$ cat src/rtl/parking_gate_ctrl.sv
// Parking access FSM: checks entry/passage sensors and PIN strobes, drives the gate and the alarms.
// Latency: one cycle; an input sampled at edge N sets state and all registered outputs right after edge N.
// Backpressure: none. pin_valid is a one-cycle strobe, and any strobe the current state ignores is dropped.
module parking_gate_ctrl #(
  parameter logic [8:0]  PASSWORD       = 9'b001010111,
  parameter int unsigned MAX_ATTEMPTS   = 3,
  parameter int unsigned TIMEOUT_CYCLES = 16
) (
  input  logic       clk,
  input  logic       rst,
  input  logic       sensor_1,
  input  logic       sensor_2,
  input  logic       pin_valid,
  input  logic [8:0] psswrd_atmpt,
  output logic       open_gate,
  output logic       close_gate,
  output logic       alarm_1,
  output logic       alarm_2,
  output logic [1:0] attempts,
  output logic [2:0] state
);

  typedef enum logic [2:0] {
    WAIT_CAR    = 3'd0,
    ENTER_PIN   = 3'd1,
    AUTHORIZED  = 3'd2,
    PIN_ALARM   = 3'd3,
    BLOCK_ALARM = 3'd4
  } state_t;

  // The timer only needs to reach TIMEOUT_CYCLES-1. The timeout fires on the edge that would take it past that value.
  localparam int unsigned TW     = (TIMEOUT_CYCLES > 2) ? $clog2(TIMEOUT_CYCLES) : 1;
  localparam logic [TW-1:0] T_LAST = TW'(TIMEOUT_CYCLES - 1);
  localparam logic [1:0]    MAX_A  = MAX_ATTEMPTS[1:0];

  state_t        cur_state;
  logic [TW-1:0] timer;
  logic [1:0]    rst_sync;
  logic          rst_n_int;
  logic          pin_ok;
  logic          pin_bad;
  logic [1:0]    att_inc;

  assign pin_ok    = pin_valid && (psswrd_atmpt == PASSWORD);
  assign pin_bad   = pin_valid && (psswrd_atmpt != PASSWORD);
  assign att_inc   = attempts + 2'd1;
  assign rst_n_int = rst_sync[1];
  assign state     = cur_state;

  // Reset asserts immediately. Its release passes through two flops so that every state flop leaves reset on the same edge.
  always_ff @(posedge clk or negedge rst) begin
    if (!rst) rst_sync <= 2'b00;
    else      rst_sync <= {rst_sync[0], 1'b1};
  end

  // Main FSM. Each output is written in the branch that selects the next state, so the outputs always match that state.
  always_ff @(posedge clk or negedge rst_n_int) begin
    if (!rst_n_int) begin
      cur_state  <= WAIT_CAR;
      attempts   <= 2'd0;
      timer      <= '0;
      open_gate  <= 1'b0;
      close_gate <= 1'b0;
      alarm_1    <= 1'b0;
      alarm_2    <= 1'b0;
    end else begin
      close_gate <= 1'b0;
      case (cur_state)
        WAIT_CAR: begin
          if (sensor_1) begin
            cur_state <= ENTER_PIN;
            attempts  <= 2'd0;
            timer     <= '0;
          end
        end
        ENTER_PIN: begin
          if (!sensor_1) begin
            cur_state <= WAIT_CAR;
            attempts  <= 2'd0;
            timer     <= '0;
          end else if (pin_ok) begin
            cur_state <= AUTHORIZED;
            attempts  <= 2'd0;
            timer     <= '0;
            open_gate <= 1'b1;
          end else if (pin_bad) begin
            attempts <= att_inc;
            timer    <= '0;
            if (att_inc == MAX_A) begin
              cur_state <= PIN_ALARM;
              alarm_1   <= 1'b1;
            end
          end else if (timer == T_LAST) begin
            cur_state <= WAIT_CAR;
            attempts  <= 2'd0;
            timer     <= '0;
          end else begin
            timer <= timer + TW'(1);
          end
        end
        AUTHORIZED: begin
          // When both sensors are high, a second car is following through the gate. This case is checked first.
          if (sensor_1 && sensor_2) begin
            cur_state  <= BLOCK_ALARM;
            open_gate  <= 1'b0;
            close_gate <= 1'b1;
            alarm_2    <= 1'b1;
          end else if (sensor_2) begin
            cur_state  <= WAIT_CAR;
            open_gate  <= 1'b0;
            close_gate <= 1'b1;
          end
        end
        PIN_ALARM: begin
          if (pin_ok) begin
            cur_state <= AUTHORIZED;
            alarm_1   <= 1'b0;
            attempts  <= 2'd0;
            open_gate <= 1'b1;
          end
        end
        BLOCK_ALARM: begin
          if (pin_ok) begin
            cur_state <= WAIT_CAR;
            alarm_2   <= 1'b0;
          end
        end
        default: begin
          cur_state <= WAIT_CAR;
          attempts  <= 2'd0;
          timer     <= '0;
          open_gate <= 1'b0;
          alarm_1   <= 1'b0;
          alarm_2   <= 1'b0;
        end
      endcase
    end
  end

endmodule

$ cat config.mk
export PLATFORM = sky130hd
export DESIGN_NAME = parking_gate_ctrl
export DESIGN_NICKNAME = d
export VERILOG_FILES = /design/src/rtl/parking_gate_ctrl.sv
export SDC_FILE = /design/constraint.sdc
export NUM_CORES = 1
export LEC_CHECK = 0
export ABC_AREA = 1
export CAP_MARGIN = 40
export CORE_MARGIN = 1
export CORE_UTILIZATION = 45
export CTS_CLUSTER_SIZE = 24
export DETAILED_ROUTE_END_ITERATION = 8
export GPL_TIMING_DRIVEN = 0
export PLACE_DENSITY = 0.75
export REMOVE_ABC_BUFFERS = 1
export SLEW_MARGIN = 20
export SYNTH_ARGS = -nofsm -noshare
export SYNTH_HDL_FRONTEND = slang
export SYNTH_SLANG_ARGS = --single-unit
$ cat constraint.sdc
create_clock -name clk -period 0.8 [get_ports clk]
set_clock_uncertainty 0.05 [all_clocks]
set_input_delay 0.12 -clock clk [delete_from_list [all_inputs] [get_ports clk]]
set_output_delay 0.12 -clock clk [all_outputs]
set_load 0.03 [all_outputs]
**Word-level counts from Yosys, hierarchy flattened**

Cells that the tools add are included.

- Word-level logic and storage cells: 89
- Register bits: 15
- Output and inout bits: 9

- Mux-type cells: 40
- Add/subtract/negate cells: 2
- Eq/ne operators: 19
- Reductions and logical operators: 15
- Bitwise gates (word level): 5

Operators with widths:

| kind | number |
|---|---|
| $mux W3 | 10 |
| $mux W4 | 5 |
| $ne A2 B2 Y1 const B | 8 |
| $pmux W3 S5 | 1 |
| $mux W1 | 13 |
| $mux W2 | 6 |
| $pmux W4 S3 | 1 |
| $reduce_and A6 Y1 | 2 |
| $ne A5 B5 Y1 const B | 2 |
| $eq A9 B7 Y1 const B | 1 |
| $ne A9 B7 Y1 const B | 1 |
| $reduce_or A3 Y1 | 3 |
| $pmux W2 S4 | 1 |
| $eq A3 B2 Y1 const B | 2 |
| $pmux W1 S3 | 2 |
| $reduce_and A3 Y1 | 2 |
| $not A1 Y1 | 5 |
| $add A4 B1 Y4 const B | 1 |
| $eq A4 B4 Y1 const B | 1 |
| $pmux W1 S4 | 1 |
| $reduce_and A4 Y1 | 1 |
| $reduce_or A2 Y1 | 2 |
| $eq A3 B1 Y1 const B | 1 |
| $eq A3 B3 Y1 const B | 1 |
| other kinds (6) | 8 |

**Longest topological paths before layout**

Gate-level depths: netlist of the first run.

- Depth after elaboration: 7
- Depth in mapped cells: 9
- Depth with buffers taken out: 9

**Worst setup path after synthesis of the first run**

OpenSTA, ideal clock, no wires.

- Kind: flip-flop to flip-flop
- Start point: register cur_state[1] (netlist: state[1])
- End point: register cur_state[0] (netlist: state[0])
- Slack: -0.651 ns
- Period minus slack after synthesis: 1.451 ns
- Stages on the path, launching flop included: 10
- Arrival: 1.283 ns
- Path through: dfrtp_1 -> inv_2 -> nand2_4 -> nor2_2 -> nand2_2 -> nand2_1 -> nor2_2 -> nand3_1 -> nand2_1 -> nand2_1

- Cells in the longest elaborated chain, start to end: 3

RTL lines:

| item | line | source |
|---|---|---|
| start: declaration | 36 | `state_t cur_state;` |
| start signal: assignment | 59 | `cur_state <= WAIT_CAR;` |
| start signal: assignment | 71 | `cur_state <= ENTER_PIN;` |
| start signal: assignment | 78 | `cur_state <= WAIT_CAR;` |
| $eq A3 B1 Y1, or another cell as far along | 68 | `case (cur_state)` |
| $ne A5 B5 Y1 (no source line), or another cell as far along | n/a |  |
| $reduce_and A6 Y1 (no source line) | n/a |  |

Several ways; a longest one is shown, not always the timed one.
A chain may end at the register's enable or synchronous reset.

**Final worst setup path of the first run**

- Start point: register cur_state[2] (netlist: state[2])
- End point: register cur_state[0] (netlist: state[0])

The elaborated chain is that of the path after synthesis.

==> results_tabular.tex, run 1 <==
\begin{tabular}{lr}
\hline
Metric & Value \\
\hline
\multicolumn{2}{l}{\textbf{Logic synthesis}} \\
Synthesis Warnings & 0 \\
Area contributors post-synth & sky130\_fd\_sc\_hd\_\_dfrtp\_1, sky130\_fd\_sc\_hd\_\_nand2\_1, sky130\_fd\_sc\_hd\_\_nor2\_1 \\
Flops \& latches, synth & 15 \\
Share of the synthesized area in the top cell type & 43.8\% \\
Synth cell types & 22 \\
Post-synthesis sequential area ratio & 43.8\% \\
Per-instance average area after synthesis & 7.52 um2 \\
Netlist area before placement & 857 um2 \\
Cell type with the highest aggregate area in the netlist & sky130\_fd\_sc\_hd\_\_dfrtp\_1 \\
Cells after synthesis & 114 \\
\multicolumn{2}{l}{\textbf{Route}} \\
Avg Vias per Cell & 5.23 \\
Final routed wire length divided by cell count & 13.4 um \\
Routed vias & 941 \\
Violation count after the first detailed-routing iteration & 29 \\
Total Wirelength & 2410 um \\
Final ANT Viol Nets & 0 \\
Final routed DRC violation total & 0 \\
Number of detailed-routing iterations run before antenna repair & 4 \\
\multicolumn{2}{l}{\textbf{Final layout}} \\
Final Core Density & 77.1\% \\
Multi-input gate area in the final layout & 519 um2 \\
Area growth from synthesis to final layout & 58.7\% \\
Layout cells sized above 1 & 37.4\% \\
Fillcell total & 140 \\
Register area & 379 um2 \\
Non-Filler Instances & 180 \\
Antenna diode instance count & 0 \\
Final Net Count & 172 \\
\multicolumn{2}{l}{\textbf{Global route}} \\
First-pass GRT wire length & 3430 um \\
Number of global-route vias before repair & 865 \\
Pin count of the biggest net entering global routing & 14 \\
Overall global routing resource usage & 23.0\% \\
Antenna violations before repair & 0 \\
Overflow left after global routing & 0 \\
\multicolumn{2}{l}{\textbf{Critical path}} \\
Launch point of the critical path & state[2] \\
Largest fanout on the critical path & 5 \\
Startpoint Class & flop \\
Worst endpoint required time & 0.98 ns \\
Endpoint of the most critical register-to-register path & state[0] \\
Worst reg-to-reg path cell count & 9 \\
Start of the worst register-to-register path & state[2] \\
Crit Path Class & reg -> reg \\
Arr. time, crit path & 1.57 ns \\
Reg-to-reg slack, setup & -0.59 ns \\
Endpoint type of the worst setup path & flop \\
\multicolumn{2}{l}{\textbf{Pwr}} \\
Comb power frac & 62.6\% \\
Leakage power & 0.000655 uW \\
Switching portion of total power & 47.2\% \\
NetSw & 1980 uW \\
Peak VDD IR & 1.91 mV \\
Sequential share of power & 26.7\% \\
Clock power frac & 10.6\% \\
Power per Cell Area & 3090 mW/mm2 \\
Internal power of the cells & 2220 uW \\
\multicolumn{2}{l}{\textbf{Clock network}} \\
Clock root cell & sky130\_fd\_sc\_hd\_\_clkbuf\_4 \\
Clock transition at the registers of the reported paths & 0.10 ns \\
CTS buffer count & 3 \\
Number of sinks handled by clock tree synthesis & 15 \\
H-tree depth & 1 \\
Clock tree from TritonCTS & done \\
Maximum count of clock buffers along a single path & 2 \\
Worst-skew pair later-pin latency & 0.29 ns \\
\multicolumn{2}{l}{\textbf{Floorplanning}} \\
I/O Pins & 23 \\
Effective utilization at floorplan & 48.6\% \\
Number of cell rows & 15 \\
Total die area & 0.00208 mm2 \\
Core footprint & 0.00176 mm2 \\
Width of the chip & 45.6 um \\
Chip Height & 45.6 um \\
\multicolumn{2}{l}{\textbf{Hold path}} \\
Hold WC Path Type & reg -> async \\
\multicolumn{2}{l}{\textbf{Timing}} \\
Post-layout worst setup margin & -0.590 ns \\
Pins over their slew limit & 0 \\
Final Hold Fails & 0 \\
Min cycle time layout & 1.39 ns \\
Worst slack on hold paths & 0.0989 ns \\
F\_max & 0.719 GHz \\
Share of the clock period used by the worst path after layout & 174\% \\
RSZ-0062 raised after global routing & true \\
Number of setup violations in the final report & 22 \\
\multicolumn{2}{l}{\textbf{Placed design}} \\
Worst setup slack before clock tree synthesis & -0.820 ns \\
Number of I/O port buffers & 22 \\
Sum of net half-perimeters after detailed placement & 1450 um \\
Routability congestion estimate & 0.865 \\
Placed Cells & 161 \\
\multicolumn{2}{l}{\textbf{Run status}} \\
Violations in the final reports & negative setup slack \\
Status & finished, violations left \\
\multicolumn{2}{l}{\textbf{Run}} \\
Maximum Capacitance Violations & 0 \\
\hline
\end{tabular}
[critical path, stage by stage (launching register included)]
cell                       delay, ns
sky130_fd_sc_hd__dfrtp_1        0.43
sky130_fd_sc_hd__inv_2          0.13
sky130_fd_sc_hd__nand2_4        0.10
sky130_fd_sc_hd__inv_2          0.09
sky130_fd_sc_hd__nand2_4        0.07
sky130_fd_sc_hd__nor2_4         0.09
sky130_fd_sc_hd__nand3b_1       0.14
sky130_fd_sc_hd__nand3_1        0.12
sky130_fd_sc_hd__nand2_1        0.05
sky130_fd_sc_hd__nand2_1        0.05
[metal layers]
layer,GRT usage (%),up-vias,wire length [um]
li1,-,454,-
met1,26.6,449,974
met2,41.4,30,1280
met3,4.37,8,101
met4,8.48,0,56
met5,0,-,0
[layout by cell type, fill, tap and decap left out, types with 6 or more instances in the layout]
cell type                         count
sky130_fd_sc_hd__buf_4               11
sky130_fd_sc_hd__dfrtp_1             12
sky130_fd_sc_hd__clkdlybuf4s50_1     13
sky130_fd_sc_hd__nand3_1              6
sky130_fd_sc_hd__a21oi_1              6
sky130_fd_sc_hd__nand2_1             27
sky130_fd_sc_hd__nor2_4               6
sky130_fd_sc_hd__buf_6               11
sky130_fd_sc_hd__nor2_1              10
sky130_fd_sc_hd__inv_1                7
[cell usage after synthesis]
| library cell | n |
|---|---|
| sky130_fd_sc_hd__and3_1 | 1 |
| sky130_fd_sc_hd__ha_1 | 2 |
| sky130_fd_sc_hd__nand3_1 | 7 |
| sky130_fd_sc_hd__conb_1 | 1 |
| sky130_fd_sc_hd__o21ai_2 | 1 |
| sky130_fd_sc_hd__inv_2 | 3 |
| sky130_fd_sc_hd__nor2_1 | 15 |
| sky130_fd_sc_hd__nor4_1 | 1 |
| sky130_fd_sc_hd__nand2_1 | 30 |
| sky130_fd_sc_hd__o21ai_0 | 2 |
| sky130_fd_sc_hd__inv_1 | 9 |
| sky130_fd_sc_hd__nor3_1 | 1 |
| sky130_fd_sc_hd__nand3_2 | 1 |
| sky130_fd_sc_hd__a21oi_1 | 9 |
| sky130_fd_sc_hd__nand4_1 | 4 |
| sky130_fd_sc_hd__o21ai_1 | 3 |
| sky130_fd_sc_hd__nand3b_1 | 1 |
| sky130_fd_sc_hd__nor2_4 | 2 |
| sky130_fd_sc_hd__nand2_2 | 2 |
| sky130_fd_sc_hd__nor2_2 | 3 |
| sky130_fd_sc_hd__dfrtp_1 | 15 |
| sky130_fd_sc_hd__nand2_4 | 1 |
[what timing repair did]
| action | 4_1_cts | 5_1_grt |
|---|---|---|
| resized for setup | 68 | 22 |
| hold endpoints to repair | 2 | 0 |
| hold buffers | 1 | 0 |
| pin swaps | 5 | 8 |
| endpoints found under the setup margin | 22 | 23 |
| buffers inserted | 9 | 5 |
[stage by stage]
stage / total power [uW] / TNS, ns / area (um2)
2_1_floorplan: 2420 / -7.34 / 857
4_1_cts: 3790 / -8.48 / 1260
6_report: 4200 / -8.85 / 1360
5_1_grt: 4440 / -10.03 / 1360
3_3_place_gp: 2940 / -11.58 / 1110
3_5_place_dp: 2970 / -11.96 / 1110
[final cells by class]
cell class	count	share of cell area (%)
Multi-Input combinational cell	87	38.2
Sequential cell	15	27.9
Timing Repair Buffer	37	26.1
Inverter	12	3.50
Tap cell	25	2.30
Clock buffer	3	1.66
Clock inverter	1	0.368
[power groups by stage]
stage	registers [uW]	logic (uW)	clock network, uW
2_1_floorplan	1330	1090	0
3_3_place_gp	1090	1850	0
3_5_place_dp	1090	1880	0
4_1_cts	1100	2240	448
5_1_grt	1140	2810	487
6_report	1120	2630	446
[kinds of logic after synthesis]
logic type,synth area share (%)
flip-flops,43.8
buffers and inverters,5.26
other,0.438
AO/OA/AOI/OAI,9.20
AND/OR/NAND/NOR,38.4
adder cells (fa/ha/maj),2.92
[worst max-delay path by stage]
stage             endpoint  slack [ns]  cells after the start
2_1_floorplan     state[0]       -0.65                      9
3_3_place_gp   attempts[0]       -0.78                      9
3_5_place_dp   attempts[1]       -0.82                      9
4_1_cts           timer[2]       -0.55                      8
5_1_grt        attempts[1]       -0.67                      9
6_report          state[0]       -0.59                      9
[registers in the layout, indices dropped and copies added, names as in the netlist]
signal	cells
timer	4
close_gate	1
alarm_1	1
state	3
attempts	2
rst_sync	2
alarm_2	1
open_gate	1
No activity file was read; power rests on OpenSTA's default activity.
==> run 2, diff against run 1 <==
--- a/config.mk
+++ b/config.mk
@@ -9,6 +9,7 @@
 export CAP_MARGIN = 40
 export CORE_MARGIN = 1
 export CORE_UTILIZATION = 45
+export CTS_CLUSTER_DIAMETER = 150
 export CTS_CLUSTER_SIZE = 24
 export DETAILED_ROUTE_END_ITERATION = 8
 export GPL_TIMING_DRIVEN = 0
@@ -18,3 +19,4 @@
 export SYNTH_ARGS = -nofsm -noshare
 export SYNTH_HDL_FRONTEND = slang
 export SYNTH_SLANG_ARGS = --single-unit
+export TNS_END_PERCENT = 5
==> run 2 against run 1 <==
Net effect:
- the flow still finishes with violations (negative setup slack)
- clock power is 1% lower
- non-clock buffer count down 5
- global-route usage down 1.1 points
- hold slack worse by 0.0014 ns
- combinational power shrank 10%
- sequential power hardly changed
- die area unchanged
==> results_tabular.tex, run 2 (same netlist as run 1, synthesis figures left out) <==
\begin{tabular}{lr}
\hline
Metric & Value \\
\hline
\multicolumn{2}{l}{\textbf{Run status}} \\
Status & finished, violations left \\
Violations in the final reports & negative setup slack \\
\multicolumn{2}{l}{\textbf{Timing}} \\
Number of setup violations in the final report & 22 \\
Share of the clock period used by the worst path after layout & 178\% \\
RSZ-0062 raised after global routing & true \\
F\_max & 0.704 GHz \\
Final Hold Fails & 0 \\
Worst slack on hold paths & 0.0975 ns \\
Min cycle time layout & 1.42 ns \\
Pins over their slew limit & 0 \\
Post-layout worst setup margin & -0.620 ns \\
\multicolumn{2}{l}{\textbf{Route}} \\
Violation count after the first detailed-routing iteration & 26 \\
Total Wirelength & 2220 um \\
Final ANT Viol Nets & 0 \\
Routed vias & 908 \\
Final routed wire length divided by cell count & 12.7 um \\
Avg Vias per Cell & 5.19 \\
Final routed DRC violation total & 0 \\
Number of detailed-routing iterations run before antenna repair & 5 \\
\multicolumn{2}{l}{\textbf{Final layout}} \\
Layout cells sized above 1 & 35.3\% \\
Antenna diode instance count & 0 \\
Register ranked first by flip-flop count & timer \\
Number of flip-flops in the largest register & 4 \\
Non-Filler Instances & 175 \\
Area growth from synthesis to final layout & 50.1\% \\
Register area & 379 um2 \\
Commonest cells after routing, fill and taps aside & sky130\_fd\_sc\_hd\_\_nand2\_1, sky130\_fd\_sc\_hd\_\_clkdlybuf4s50\_1, sky130\_fd\_sc\_hd\_\_dfrtp\_1, sky130\_fd\_sc\_hd\_\_nor2\_1, sky130\_fd\_sc\_hd\_\_buf\_4 \\
Most common library cell in the layout ignoring fill and taps & sky130\_fd\_sc\_hd\_\_nand2\_1 \\
Final Net Count & 167 \\
Multi-input gate area in the final layout & 507 um2 \\
Final non-filler cell area & 0.00129 mm2 \\
Fillcell total & 157 \\
\multicolumn{2}{l}{\textbf{Floorplanning}} \\
Total die area & 0.00208 mm2 \\
I/O Pins & 23 \\
Number of cell rows & 15 \\
Width of the chip & 45.6 um \\
Core footprint & 0.00176 mm2 \\
Chip Height & 45.6 um \\
Effective utilization at floorplan & 48.6\% \\
\multicolumn{2}{l}{\textbf{Placed design}} \\
Placed Cells & 161 \\
Routability congestion estimate & 0.865 \\
Sum of net half-perimeters after detailed placement & 1450 um \\
Worst setup slack before clock tree synthesis & -0.820 ns \\
Number of I/O port buffers & 22 \\
Post-place instance area & 0.00111 mm2 \\
\multicolumn{2}{l}{\textbf{Clock network}} \\
Number of sinks handled by clock tree synthesis & 15 \\
H-tree depth & 1 \\
CTS buffer count & 3 \\
Clock tree from TritonCTS & done \\
Worst-skew pair later-pin latency & 0.29 ns \\
Clock transition at the registers of the reported paths & 0.10 ns \\
Clock root cell & sky130\_fd\_sc\_hd\_\_clkbuf\_4 \\
Maximum count of clock buffers along a single path & 2 \\
\multicolumn{2}{l}{\textbf{Run}} \\
Maximum Capacitance Violations & 0 \\
\multicolumn{2}{l}{\textbf{Global route}} \\
Routing usage on met3 & 4.37\% \\
Overflow left after global routing & 0 \\
Met1 track demand over resource in global routing & 26.1\% \\
Number of global-route vias before repair & 839 \\
Most crowded layer after global routing & met2 \\
Antenna violations before repair & 0 \\
First-pass GRT wire length & 3270 um \\
Global-route track usage on met2 & 38.3\% \\
Overall global routing resource usage & 21.9\% \\
Pin count of the biggest net entering global routing & 14 \\
\multicolumn{2}{l}{\textbf{Pwr}} \\
Peak VDD IR & 1.80 mV \\
Power per Cell Area & 3030 mW/mm2 \\
Leakage power & 0.000610 uW \\
\multicolumn{2}{l}{\textbf{Critical path}} \\
Arr. time, crit path & 1.55 ns \\
Crit Path Class & reg -> reg \\
Largest fanout on the critical path & 5 \\
Worst endpoint required time & 0.93 ns \\
Endpoint type of the worst setup path & flop \\
Startpoint Class & flop \\
\multicolumn{2}{l}{\textbf{Hold path}} \\
Hold WC Path Type & reg -> async \\
\hline
\end{tabular}
run 2: changes by cell type in the layout (fill, tap and decap cells not counted), sizes merged:
cell           delta
buf              -11
clkdlybuf4s15     +6
run 2: final timing paths:
check | from | end | slack, ns | cells past startpoint
worst min register to register | rst_sync[1] | close_gate | 0.1 | 0
min in group clk | rst_sync[0] | rst_sync[1] | 0.32 | 0
max in group asynchronous | rst | rst_sync[1] | 0.06 | 2
worst min-delay path | rst_sync[1] | close_gate | 0.1 | 0
worst max register to register | state[2] | state[0] | -0.62 | 8
worst max-delay path | state[2] | state[0] | -0.62 | 8
run 2: through the flow:
step           utilization, %  setup TNS (ns)  power [uW]
2_1_floorplan               -           -7.34        2420
3_3_place_gp             62.8          -11.58        2940
3_5_place_dp             62.8          -11.96        2970
4_1_cts                  69.2           -9.77        3630
5_1_grt                  72.9          -10.79        4140
6_report                 72.9           -9.75        3900
run 2: critical path: stages (launching register included):
cell and delay [ns]:
sky130_fd_sc_hd__dfrtp_1 0.43, sky130_fd_sc_hd__inv_2 0.14, sky130_fd_sc_hd__nand2_4 0.10, sky130_fd_sc_hd__inv_2 0.08, sky130_fd_sc_hd__nand2_2 0.08, sky130_fd_sc_hd__nor2_4 0.11, sky130_fd_sc_hd__nand3b_1 0.13, sky130_fd_sc_hd__nand4_1 0.13
sky130_fd_sc_hd__nand2_1 0.06
run 2: report_power, final:
| group | switching, uW | internal [uW] |
|---|---|---|
| sequential | 172 | 928 |
| combinational | 1430 | 929 |
| clock | 254 | 186 |
run 2: cell type report:
class | instances | area share, %
tap | 25 | 2.43
clock buffer | 3 | 1.75
timing repair buffer | 32 | 22.9
sequential | 15 | 29.5
clock inverter | 1 | 0.389
inverter | 12 | 3.70
multi-input combinational | 87 | 39.4
run 2: repair_timing:
action	in CTS	in global routing
setup endpoints to repair	22	23
endpoints found under the hold margin	2	0
pin swaps	5	8
resized for setup	32	21
setup buffers	6	3
hold buffers	1	0
run 2: routing by layer:
layer	vias up	wire length (um)
li1	440	-
met1	416	874
met2	44	1160
met3	8	150
met4	0	37
met5	-	0
